--- src/rtl/mult_unit_pkg.sv ---
// Shared definitions for the sequential multiplier: FSM encodings, default
// operand width and the HI/LO result-mux select codes used by the datapath.
package mult_unit_pkg;

  localparam int MULT_WIDTH = 32;

  typedef enum logic [1:0] {
    MS_IDLE = 2'd0,
    MS_CALC = 2'd1,
    MS_FIN  = 2'd2
  } mult_state_t;

  // Datapath result-mux selects for MFHI / MFLO
  localparam logic [2:0] OUTSEL_HI = 3'd4;
  localparam logic [2:0] OUTSEL_LO = 3'd5;

endpackage

--- src/rtl/mult_unit_if.sv ---
// Controller <-> multiplier bus. The controller only raises start_mult while
// mult_busy is low; a start seen while busy is dropped, never queued.
interface mult_unit_if
  import mult_unit_pkg::*;
#(
  parameter int WIDTH = MULT_WIDTH
) ();

  logic             start_mult;
  logic             mult_sign;
  logic [WIDTH-1:0] srca;
  logic [WIDTH-1:0] srcb;
  logic [WIDTH-1:0] hi;
  logic [WIDTH-1:0] lo;
  logic             mult_busy;
  logic             mult_done;

  modport master (
    output start_mult, mult_sign, srca, srcb,
    input  hi, lo, mult_busy, mult_done
  );

  modport slave (
    input  start_mult, mult_sign, srca, srcb,
    output hi, lo, mult_busy, mult_done
  );

endinterface

--- src/rtl/mult_unit.sv ---
// Radix-2 shift-add 32x32 multiplier: signed operands are reduced to
// magnitudes up front and the sign is reapplied to the product in FIN.
module mult_unit
  import mult_unit_pkg::*;
#(
  parameter int WIDTH = MULT_WIDTH
) (
  input  logic        clk,
  input  logic        reset,
  mult_unit_if.slave  bus,
  output mult_state_t dbg_state
);

  localparam int CNT_W = $clog2(WIDTH) + 1;
  localparam int PW    = 2 * WIDTH;

  mult_state_t      state;
  mult_state_t      next_state;
  logic [WIDTH-1:0] mcand;
  logic [WIDTH-1:0] mplier;
  logic [PW-1:0]    acc;
  logic [CNT_W-1:0] count;
  logic             neg;
  logic [WIDTH-1:0] hi_q;
  logic [WIDTH-1:0] lo_q;
  logic             done_q;
  logic [WIDTH:0]   sum;

  // Upper-half add keeps its carry so the right shift below loses nothing
  assign sum = {1'b0, acc[PW-1:WIDTH]} + (mplier[0] ? {1'b0, mcand} : '0);

  always_ff @(posedge clk or posedge reset) begin
    if (reset) state <= MS_IDLE;
    else       state <= next_state;
  end

  always_comb begin
    next_state = state;
    case (state)
      MS_IDLE: if (bus.start_mult) next_state = MS_CALC;
      MS_CALC: if (count == CNT_W'(WIDTH - 1)) next_state = MS_FIN;
      MS_FIN:  next_state = MS_IDLE;
      default: next_state = MS_IDLE;
    endcase
  end

  always_ff @(posedge clk or posedge reset) begin
    if (reset) begin
      mcand  <= '0;
      mplier <= '0;
      acc    <= '0;
      count  <= '0;
      neg    <= 1'b0;
      hi_q   <= '0;
      lo_q   <= '0;
      done_q <= 1'b0;
    end else begin
      done_q <= (state == MS_FIN);
      case (state)
        MS_IDLE: begin
          if (bus.start_mult) begin
            // 0x8000_0000 negates to itself, which is its correct unsigned magnitude
            if (bus.mult_sign) begin
              mcand  <= bus.srca[WIDTH-1] ? (~bus.srca + WIDTH'(1)) : bus.srca;
              mplier <= bus.srcb[WIDTH-1] ? (~bus.srcb + WIDTH'(1)) : bus.srcb;
            end else begin
              mcand  <= bus.srca;
              mplier <= bus.srcb;
            end
            neg   <= bus.mult_sign & (bus.srca[WIDTH-1] ^ bus.srcb[WIDTH-1]);
            acc   <= '0;
            count <= '0;
          end
        end
        MS_CALC: begin
          acc    <= {sum, acc[WIDTH-1:1]};
          mplier <= mplier >> 1;
          count  <= count + CNT_W'(1);
        end
        MS_FIN: begin
          {hi_q, lo_q} <= neg ? (~acc + PW'(1)) : acc;
        end
        default: ;
      endcase
    end
  end

  assign bus.hi        = hi_q;
  assign bus.lo        = lo_q;
  assign bus.mult_done = done_q;
  assign bus.mult_busy = (state != MS_IDLE);
  assign dbg_state     = state;

endmodule

--- src/flat_wrapper.sv ---
// flat-port wrapper written by rule: the top's interface ports become plain ports
module mult_unit_flat import mult_unit_pkg::*;
#(
  parameter int WIDTH = MULT_WIDTH
)
  (clk, reset, dbg_state, bus_start_mult, bus_mult_sign, bus_srca, bus_srcb, bus_hi, bus_lo, bus_mult_busy, bus_mult_done);
  mult_unit_if #(.WIDTH(WIDTH)) bus_i ();
  input  logic clk;
  input  logic reset;
  output mult_state_t dbg_state;
  input wire logic [$bits(bus_i.start_mult)-1:0] bus_start_mult;
  input wire logic [$bits(bus_i.mult_sign)-1:0] bus_mult_sign;
  input wire logic [$bits(bus_i.srca)-1:0] bus_srca;
  input wire logic [$bits(bus_i.srcb)-1:0] bus_srcb;
  output wire logic [$bits(bus_i.hi)-1:0] bus_hi;
  output wire logic [$bits(bus_i.lo)-1:0] bus_lo;
  output wire logic [$bits(bus_i.mult_busy)-1:0] bus_mult_busy;
  output wire logic [$bits(bus_i.mult_done)-1:0] bus_mult_done;
  assign bus_i.start_mult = bus_start_mult;
  assign bus_i.mult_sign = bus_mult_sign;
  assign bus_i.srca = bus_srca;
  assign bus_i.srcb = bus_srcb;
  assign bus_hi = bus_i.hi;
  assign bus_lo = bus_i.lo;
  assign bus_mult_busy = bus_i.mult_busy;
  assign bus_mult_done = bus_i.mult_done;
  mult_unit #(.WIDTH(WIDTH)) u_core (.clk(clk), .reset(reset), .bus(bus_i), .dbg_state(dbg_state));
endmodule
--- config.mk ---
export PLATFORM = sky130hd
export DESIGN_NAME = mult_unit_flat
export DESIGN_NICKNAME = d
export VERILOG_FILES = /design/src/rtl/mult_unit_pkg.sv /design/src/rtl/mult_unit_if.sv /design/src/rtl/mult_unit.sv /design/src/flat_wrapper.sv
export SDC_FILE = /design/constraint.sdc
export NUM_CORES = 1
export LEC_CHECK = 0
export ABC_AREA = 1
export ABC_CLOCK_PERIOD_IN_PS = 18600
export CAP_MARGIN = 5
export CORE_AREA = 2 2 268 138
export DETAILED_ROUTE_END_ITERATION = 16
export DIE_AREA = 0 0 270 140
export PLACE_DENSITY = 0.67
export SETUP_SLACK_MARGIN = 0.05
export SLEW_MARGIN = 10
export SYNTH_ARGS = -nofsm -noshare
export SYNTH_HDL_FRONTEND = slang
export SYNTH_SLANG_ARGS = --single-unit
--- constraint.sdc ---
create_clock -name clk -period 18.6 [get_ports clk]
set_input_delay 4.65 -clock clk [delete_from_list [all_inputs] [get_ports clk]]
set_output_delay 4.65 -clock clk [all_outputs]
set_load 0.03 [all_outputs]
==> impl_metrics.py <==
metrics = {
    "hold_path": {
        "hold_class": "reg -> reg",
        "min_from": "u_core.count[5]",
        "holdPathStages": 1,
        "min_delay_worst_endpoint": "u_core.dbg_state[1]",
    },
    "setup_path": {
        "crit_arrival_ns": 7.22,
        "startpoint_type": "input pin",
        "cp_max_fo": 65,
        "criticalPathCategory": "in -> reg",
        "crit_path_end_kind": "flop",
        "r2r_start": "u_core.mplier[0]",
        "r2r_slack_ns": 15.24,
        "reg2reg_to": "u_core.acc[59]",
        "reg2reg_depth": 11,
        "cp_data_required_time_ns": 19.03,
    },
    "floorplanning": {
        "ios": 136,
        "core_sq_um": 35380,
        "die_x_um": 270,
        "die_area_sq_um": 37800,
        "start_util_pct": 39.50,
        "fp.dieH_um": 140,
        "std_cell_rows": 49,
    },
    "place": {
        "dpl_cell_area_sq_um": 15730,
        "place.gp.congestion": 0.9889,
        "dp.cells": 2683,
        "io_buffers": 135,
        "pre_cts_ws_ns": 11.26,
        "hpwl_mm": 34.09,
    },
    "drt": {
        "ant_nets": 0,
        "wl_per_cell_um": 16.59,
        "drt_iter0_markers": 1562,
        "vias": 14200,
        "drc": 0,
        "dr.pass1.iters": 5,
        "vias_per_cell": 5.220,
        "wirelength_mm": 45.13,
    },
    "power_and_ir_drop": {
        "vdd_drop_max_mv": 0.08564,
        "powerDensity_nw_per_um2": 169.7,
        "p_leak_nw": 8.384,
    },
    "synthesis": {
        "synth_nets": 2224,
        "synth_top_cell_area_share_pct": 36.17,
        "synth_area_leaders": "dfrtp_1 (36%), nand2_1 (20%), inv_1 (7.4%)",
        "async_reset_ff_share_pct": 100.0,
        "ys.flop_type": "dfrtp_1",
        "yosys.area.top_type": "dfrtp_1",
        "synth_edf_count": 0,
        "syn_area_per_cell_sq_um": 6.594,
        "yosysWarnings": 0,
        "ys_ff_latch": 202,
        "seq_area_frac_synth_pct": 36.17,
        "netlist_area_sq_um": 13970,
        "synth_cells": 2119,
        "synthDistinctLibCells": 44,
    },
    "finish": {
        "stdcell_count": 2721,
        "layout-drive-gt1-share_pct": 4.787,
        "areaGrowthSynthToFinish_pct": 17.36,
        "fin_nets": 2327,
        "fin_util_pct": 46.36,
        "final_cell_area_sq_um": 16400,
    },
    "outcome": {
        "status": "completed",
    },
    "cts": {
        "h-tree-depth": 1,
        "clk_pin_slew_ns": 0.06,
        "clockRootBuffer": "clkbuf_16",
        "cts_buffer_depth": 3,
        "clk-insertion-delay-late_ns": 0.53,
        "cts-resized-gates": 0,
        "cts_tree": "built",
        "cts_setup_buffers": 0,
        "cts_hold_buf": 0,
        "cts_made_buffers": 21,
        "clock-sinks": 202,
    },
    "sta": {
        "drv_slew": 0,
        "period_minus_slack_ns": 6.784,
        "rsz0062_at_grt": "no",
        "skew_ns": 0.01406,
        "setup_violations": 0,
        "setup-tns-final_ns": 0,
        "hold_viol": 0,
        "maxSlewHeadroom_pct": 30.39,
        "timing.fmax_mhz": 147.4,
        "setup_ws_ns": 11.82,
        "tightest_slew_ns": 1.044,
        "period_share_pct": 36.47,
    },
    "grt": {
        "grt_overflow_total": 0,
        "grt_pass1_vias": 12910,
        "grt.total_usage_pct": 23.57,
        "grt_pass1_wl_mm": 71.36,
        "antenna_found_initial": 2,
        "grt_max_degree": 133,
    },
    "run": {
        "drv_cap": 0,
    },
}
## layer usage
layer	up-vias	global-route usage [%]	part of all wire, %
met5	-	0	0
met4	0	3.977	1.5
met3	43	6.635	9.2
met2	493	31.63	39
met1	6720	37.09	50
li1	6948	-	-
## synthesized netlist by cell type, types with 26 or more instances
| cell | n |
|---|---|
| nand2_1 | 727 |
| inv_1 | 276 |
| nor2_1 | 206 |
| dfrtp_1 | 202 |
| nand3_1 | 155 |
| o21ai_0 | 121 |
| xor2_1 | 53 |
| a21oi_1 | 49 |
| o22ai_1 | 39 |
| ha_1 | 36 |
| clkbuf_1 | 32 |
| nand4_1 | 27 |
| a22oi_1 | 26 |
## worst max-delay path, stage by stage
cell and delay, ns:
clkdlybuf4s50_1 0.41, nand2_2 0.06, buf_4 0.47, inv_2 0.49, nor2_4 0.21, buf_4 0.55, a22oi_1 0.13, o21ai_0 0.14
## power breakdown
part           switching [mW]  total [mW]  internal, mW
logic                    1.05        1.56         0.512
registers               0.177       0.795         0.619
clock network           0.195       0.430         0.236
total                    1.42        2.78          1.37
## kinds of logic after synthesis
group	synth area share, %
simple gates	36.25
buf+inv	9.671
compound gates	10.84
flops	36.17
xor+xnor	3.698
fa+ha+maj	3.367
## cell usage in the layout, fill, tap and decap left out, types with 8 or more instances in the layout
cell             count
dfrtp_1            201
o21ai_0            121
a22oi_1             26
nor2_2              17
nor2_1             206
a21oi_1             49
inv_2                8
buf_4                8
nand4_1             27
nor2_4               9
inv_1              275
ha_1                36
nand3_1            155
nand2_2             15
clkbuf_16           21
nand3b_1            11
clkdlybuf4s50_1    135
nor3_1              14
xor2_1              53
o21ai_1             13
nand2_1            725
o22ai_1             39
a31oi_1              8
## sequential cells by signal (all words and copies together), names as in the netlist
name                  flops
u_core.mcand             32
u_core.bus.hi            32
u_core.neg                1
u_core.count              6
u_core.mplier            32
u_core.bus.lo            32
u_core.bus.mult_done      1
u_core.acc               64
u_core.dbg_state          2
## stage by stage
step / hold slack (ns) / total power [mW]
after floorplan: 0.4100 / 1.833
after global placement: 0.4361 / 2.282
after detailed placement: 0.4477 / 2.316
after CTS: 0.4625 / 2.760
after global routing: 0.4833 / 3.014
final: 0.4553 / 2.783
## worst max path at each step
stage                               from                end  slack (ns)  cells past startpoint
after floorplan                    reset      u_core.acc[0]        8.44                      1
after global placement    bus_start_mult   u_core.mplier[6]       11.36                      8
after detailed placement  bus_start_mult  u_core.mplier[16]       11.26                      8
after CTS                 bus_start_mult  u_core.mplier[13]       11.83                      8
after global routing      bus_start_mult  u_core.mplier[27]       11.61                      8
final                     bus_start_mult  u_core.mplier[16]       11.82                      8
## area by class of cell
class / instances / area [sq um]
Multi-Input combinational cell: 1568 / 7572
Clock buffer: 27 / 578.1
Sequential cell: 202 / 5056
Inverter: 286 / 1081
Antenna cell: 2 / 5.005
Timing Repair Buffer: 143 / 1411
Tap cell: 484 / 605.6
Fill cell: 3671 / 18980
Clock inverter: 9 / 90.09
Power figures use the tool's default switching activity.
